===== src/rtl/aes_pkg.sv =====
// Shared definitions for the AES Avalon-MM initiator.
// Slave addresses, bus widths and FSM state types.
package aes_pkg;

    localparam logic [3:0] AES_ADDR_PT   = 4'h0;
    localparam logic [3:0] AES_ADDR_CT   = 4'h4;
    localparam logic [3:0] AES_ADDR_STAT = 4'h8;

    localparam int AES_BLK_W  = 128;
    localparam int AES_WORD_W = 32;

    typedef enum logic {
        W_IDLE,
        W_SEND
    } wr_state_t;

    typedef enum logic [1:0] {
        R_IDLE,
        R_POLL,
        R_DATA,
        R_OUT
    } rd_state_t;

    // Word 0 is the most significant word of a block.
    function automatic int word_lsb(input logic [1:0] idx);
        return (3 - int'(idx)) * AES_WORD_W;
    endfunction

endpackage


===== src/rtl/aes_ct_collector.sv =====
// Read side: polls slave status, gathers four ciphertext words
// and holds the assembled block until the downstream takes it.
module aes_ct_collector
    import aes_pkg::*;
#(
    parameter int POLL_GAP = 4
) (
    input  logic                  clock,
    input  logic                  reset,
    input  logic                  has_work,
    output logic                  m1_chipselect,
    output logic [3:0]            m1_address,
    output logic                  m1_read,
    input  logic [AES_WORD_W-1:0] m1_readdata,
    input  logic                  m1_waitrequest,
    output logic                  ct_valid,
    input  logic                  ct_ready,
    output logic [AES_BLK_W-1:0]  ct_data,
    output logic                  rd_done
);

    localparam int GAP_W = (POLL_GAP > 0) ? $clog2(POLL_GAP + 1) : 1;

    rd_state_t        r_state;
    rd_state_t        r_next;
    logic [1:0]       rcnt;
    logic [GAP_W-1:0] gap;
    logic             gap_done;
    logic             rd_fire;

    // Current idle cycle is the last one of the gap.
    assign gap_done = (int'(gap) + 1 >= POLL_GAP);
    assign rd_fire  = m1_read & ~m1_waitrequest;

    // Read FSM next state and bus/stream outputs
    always_comb begin
        r_next        = r_state;
        m1_chipselect = 1'b0;
        m1_read       = 1'b0;
        m1_address    = AES_ADDR_PT;
        ct_valid      = 1'b0;
        rd_done       = 1'b0;
        unique case (r_state)
            R_IDLE: begin
                if (has_work && gap_done) r_next = R_POLL;
            end
            R_POLL: begin
                m1_chipselect = 1'b1;
                m1_read       = 1'b1;
                m1_address    = AES_ADDR_STAT;
                if (!m1_waitrequest) begin
                    if (m1_readdata[0])     r_next = R_DATA;
                    else if (POLL_GAP == 0) r_next = R_POLL;
                    else                    r_next = R_IDLE;
                end
            end
            R_DATA: begin
                m1_chipselect = 1'b1;
                m1_read       = 1'b1;
                m1_address    = AES_ADDR_CT;
                if (!m1_waitrequest && rcnt == 2'd3) begin
                    rd_done = 1'b1;
                    r_next  = R_OUT;
                end
            end
            R_OUT: begin
                ct_valid = 1'b1;
                if (ct_ready) r_next = R_IDLE;
            end
            default: r_next = R_IDLE;
        endcase
    end

    // State, poll gap timer and ciphertext word assembly
    always_ff @(posedge clock) begin
        if (reset) begin
            r_state <= R_IDLE;
            rcnt    <= '0;
            gap     <= '0;
            ct_data <= '0;
        end else begin
            r_state <= r_next;
            if (r_state == R_IDLE && has_work && !gap_done)
                gap <= gap + 1'b1;
            else
                gap <= '0;
            if (r_state == R_DATA && rd_fire) begin
                ct_data[word_lsb(rcnt) +: AES_WORD_W] <= m1_readdata;
                rcnt <= rcnt + 2'd1;
            end
        end
    end

endmodule


===== src/rtl/aes_avmm_master.sv =====
// Avalon-MM initiator for the AES slave: streams plaintext blocks
// into the write port and returns ciphertext blocks in order.
module aes_avmm_master
    import aes_pkg::*;
#(
    parameter int MAX_OUTSTANDING = 2,
    parameter int POLL_GAP        = 4
) (
    input  logic                  clock,
    input  logic                  reset,
    input  logic                  pt_valid,
    output logic                  pt_ready,
    input  logic [AES_BLK_W-1:0]  pt_data,
    output logic                  ct_valid,
    input  logic                  ct_ready,
    output logic [AES_BLK_W-1:0]  ct_data,
    output logic                  m0_chipselect,
    output logic [3:0]            m0_address,
    output logic                  m0_write,
    output logic [AES_WORD_W-1:0] m0_writedata,
    input  logic                  m0_waitrequest,
    output logic                  m1_chipselect,
    output logic [3:0]            m1_address,
    output logic                  m1_read,
    input  logic [AES_WORD_W-1:0] m1_readdata,
    input  logic                  m1_waitrequest
);

    wr_state_t            w_state;
    wr_state_t            w_next;
    logic [1:0]           wcnt;
    logic [AES_BLK_W-1:0] pt_q;
    logic [2:0]           outstanding;
    logic                 wr_done;
    logic                 rd_done;
    logic                 pt_fire;

    assign pt_fire = pt_valid & pt_ready;
    assign wr_done = (w_state == W_SEND) & (wcnt == 2'd3) & ~m0_waitrequest;

    // Write FSM next state and write-port outputs
    always_comb begin
        w_next        = w_state;
        pt_ready      = 1'b0;
        m0_chipselect = 1'b0;
        m0_write      = 1'b0;
        m0_address    = AES_ADDR_PT;
        m0_writedata  = '0;
        unique case (w_state)
            W_IDLE: begin
                pt_ready = !reset && (int'(outstanding) < MAX_OUTSTANDING);
                if (pt_valid && pt_ready) w_next = W_SEND;
            end
            W_SEND: begin
                m0_chipselect = 1'b1;
                m0_write      = 1'b1;
                m0_writedata  = pt_q[word_lsb(wcnt) +: AES_WORD_W];
                if (wr_done) w_next = W_IDLE;
            end
            default: w_next = W_IDLE;
        endcase
    end

    // Write state, word counter, block latch and in-flight count
    always_ff @(posedge clock) begin
        if (reset) begin
            w_state     <= W_IDLE;
            wcnt        <= '0;
            pt_q        <= '0;
            outstanding <= '0;
        end else begin
            w_state <= w_next;
            if (pt_fire) begin
                pt_q <= pt_data;
                wcnt <= '0;
            end else if (w_state == W_SEND && !m0_waitrequest) begin
                wcnt <= wcnt + 2'd1;
            end
            if (wr_done && !rd_done)
                outstanding <= outstanding + 3'd1;
            else if (rd_done && !wr_done)
                outstanding <= outstanding - 3'd1;
        end
    end

    aes_ct_collector #(
        .POLL_GAP(POLL_GAP)
    ) u_collector (
        .clock         (clock),
        .reset         (reset),
        .has_work      (outstanding != 3'd0),
        .m1_chipselect (m1_chipselect),
        .m1_address    (m1_address),
        .m1_read       (m1_read),
        .m1_readdata   (m1_readdata),
        .m1_waitrequest(m1_waitrequest),
        .ct_valid      (ct_valid),
        .ct_ready      (ct_ready),
        .ct_data       (ct_data),
        .rd_done       (rd_done)
    );

endmodule


===== config.mk =====
export PLATFORM = sky130hd
export DESIGN_NAME = aes_avmm_master
export DESIGN_NICKNAME = d
export VERILOG_FILES = /design/src/rtl/aes_pkg.sv /design/src/rtl/aes_ct_collector.sv /design/src/rtl/aes_avmm_master.sv
export SDC_FILE = /design/constraint.sdc
export NUM_CORES = 1
export LEC_CHECK = 0
export CORE_MARGIN = 2
export CORE_UTILIZATION = 50
export DETAILED_ROUTE_END_ITERATION = 16
export PLACE_DENSITY = 0.95
export SYNTH_ARGS = -nofsm -noshare
export SYNTH_HDL_FRONTEND = slang
export SYNTH_HIERARCHICAL = 1
export SYNTH_SLANG_ARGS = --single-unit

===== constraint.sdc =====
create_clock -name clock -period 3.98 [get_ports clock]
set_clock_uncertainty 0.1 [all_clocks]
set_input_delay 0.995 -clock clock [delete_from_list [all_inputs] [get_ports clock]]
set_output_delay 0.995 -clock clock [all_outputs]
set_load 0.02 [all_outputs]

==> qor.yml <==
netlist_top_cells_area: "sky130_fd_sc_hd__dfxtp_1 (50%), sky130_fd_sc_hd__nand2_1 (9.2%), sky130_fd_sc_hd__a22oi_1 (6.8%)"
outcome: "complete, no violations"
cp-end-kind: "primary output"
ys_dominant_reg_cell: "sky130_fd_sc_hd__dfxtp_1"
vias: 9841
mostFrequentLayoutCells: "sky130_fd_sc_hd__clkdlybuf4s50_1 (332), sky130_fd_sc_hd__dfxtp_1 (267), sky130_fd_sc_hd__nand2_1 (265)"
gr-total-overflow: 0
min_path_type: "reg -> reg"
utilization: 0.707
crit_chain: "buf_12, mux4_2, and2_1, clkdlybuf4s50_1"
synthCells: 1162
slew_viol_final: 0
drt.antenna.violating_nets: 0
grt_pass1_wl_mm: 52.0
globalplace.congestion: 0.812
routed_wire_per_std_cell_um: 20.1
layout-area-overhead-vs-synth_pct: 37.6
global_route.usage.total: 0.289
yosysUniqueCellTypes: 45
seq_area_frac_synth: 0.495
finalWorstPathRequiredPeriod_ps: 3780
clk_pin_slew_ps: 60
top_layer: "met4"
core_um2: 21200
die_footprint_um2: 22900
detail_route.first_pass.iterations: 5
clock_path_buffers: 3
detail_route.vias_per_cell: 5.66
route.met3.wl_mm: 3.77
cts_resized: 0
post_cts.repair.setup_buffers: 0
final_cell_count_no_fill: 1739
dp_hpwl_mm: 22.3
critical_path_class: "reg -> out"
cts-hold-fix-buffers: 0
cts_htree_levels: 1
design_power_total_mw: 5.80
cts-root-buf: "sky130_fd_sc_hd__clkbuf_16"
crit_path_max_fanout: 22
synth_enable_flop_cells: 0
hold_depth: 2
drc: 0
worst-endpoint-required_ps: 2880
ios: 340
pin_count_of_the_biggest_net_entering_global_routing: 84
setup_viol_count_final: 0
synth_top_area_share: 0.495
grt_pass1_vias: 9877
vdd_drop_max_uv: 371
synth_area_leader_cell: "sky130_fd_sc_hd__dfxtp_1"
clkLatencyLatePin_ps: 520
timing.critical_path.from_type: "flip-flop"
synth.ff_latch_count: 269
place_inst: 1687
detailroute.wirelength.met2_mm: 17.3
clkSinkCount: 269
critical-path-slowest-cell: "sky130_fd_sc_hd__dfxtp_2"
max-slew-margin-rel: 0.360
std_cell_rows: 53
first_iter_violations: 568
cp-endpoint: "m0_writedata[2]"
pre_cts_slack_ps: 632
drt-total-wl_mm: 35.0
post-route-period-util: 0.950
initial_utilization: 0.514
postSynth.asyncResetShare: 0
layout.nets: 1622
syn-mean-instance-area_um2: 9.36
die_y_um: 151
drive_gt1_frac: 0.112
timing.reg2reg.setup_slack_ps: 1030
cts_made_buffers: 27
width_of_the_chip_um: 151
worst_ep_arrival_time_ps: 2690
m1WireLength_mm: 12.8
timing.final.ws_setup_ps: 199
source_of_the_worst_register_to_register_timing_path: "w_state"
port_buffers: 333
p_per_area_nw_per_um2: 388
yosys_warnings: 6
unrepaired_setup_endpoints_after_global_routing: "no"
reg2reg_end: "outstanding[2]"
cts_tree: "yes"
drv_cap: 0
power.static_leakage_nw: 5.33
antenna_found_initial: 3
netlist_area_um2: 10900
achievable-frequency_mhz: 264
critical_path.startpoint: "wcnt[1]"
tns_ps: 0
crit_path_max_incr_delay_ps: 630
worst_pin_slew_ps: 958
hold_violations: 0
r2r_cells: 8
commonest_non_fill_non_tap_cell_in_the_layout: "sky130_fd_sc_hd__clkdlybuf4s50_1"
[cells in the mapped netlist (all sizes together) (2+ instances only)]
library cell  count
nor4b             2
nand3b            3
a22oi           128
conb              2
o21ai             3
clkbuf           39
nor3              4
dfxtp           269
and2             34
nand2           266
a211oi            2
a21oi           134
ha               14
nor2b             3
mux2i             3
buf              65
xor2              2
nor2            132
inv               8
nor4              2
or3               3
nand2b            2
mux4             32
[critical path: cells and delay by family (launching register included)]
kind | cells | cell delay, ps
muxes | 1 | 540
DFF | 1 | 630
and+or+nand+nor | 1 | 180
buffers and inverters | 2 | 810
[logic make-up after synthesis]
logic type / share of synthesized area
and+or+nand+nor: 0.182
AOI/OAI and AO/OA: 0.170
DFF: 0.495
buffers and inverters: 0.0618
muxes: 0.0691
adders and majority gates: 0.0180
xor gates and xnor gates: 0.00242
other: 0.000691
[state kept, by name, summed over array words and instances (netlist names), named ones only]
signal and flops:
u_collector/r_state 1, outstanding 3, u_collector/rcnt 2, wcnt 2
pt_q 128, u_collector/gap 3, w_state 1, u_collector/ct_data 128
[worst min path at each step]
| stage | to | from |
|---|---|---|
| 3_5_place_dp | pt_q[24] | pt_q[24] |
| 4_1_cts | pt_q[24] | pt_q[24] |
| 2_1_floorplan | u_collector/gap[0] | u_collector/gap[0] |
| 6_report | pt_q[26] | pt_q[26] |
| 5_1_grt | pt_q[71] | pt_q[71] |
| 3_3_place_gp | pt_q[12] | pt_q[12] |
[metal layers]
metal  vias to the layer above  global-route usage
met5                         -                   0
met4                         0               0.105
met3                        91              0.0970
met2                       536               0.509
met1                      4699               0.326
li1                       4515                   -
[stage by stage]
| step | hold WS, ps | cell area, um^2 |
|---|---|---|
| final | 353 | 15000 |
| after detailed placement | 343 | 14100 |
| after CTS | 355 | 15000 |
| after floorplan | 327 | 10900 |
| after global placement | 339 | 14100 |
| after global routing | 371 | 15000 |
[cell type report]
class	count	area, um^2
antenna	3	7.51
clock buffer	43	826
clock inverter	6	30.0
fill	1447	6200
inverter	8	30.0
multi-input combinational	786	4850
sequential	269	5390
tap	275	344
timing repair buffer	349	3480
[power breakdown]
group / switching (mW) / internal, mW / total [mW]
clock: 1.04 / 1.41 / 2.45
sequential: 0.0517 / 2.77 / 2.82
combinational: 0.259 / 0.261 / 0.519
total: 1.35 / 4.45 / 5.80
(Power assumes the default switching activity.)
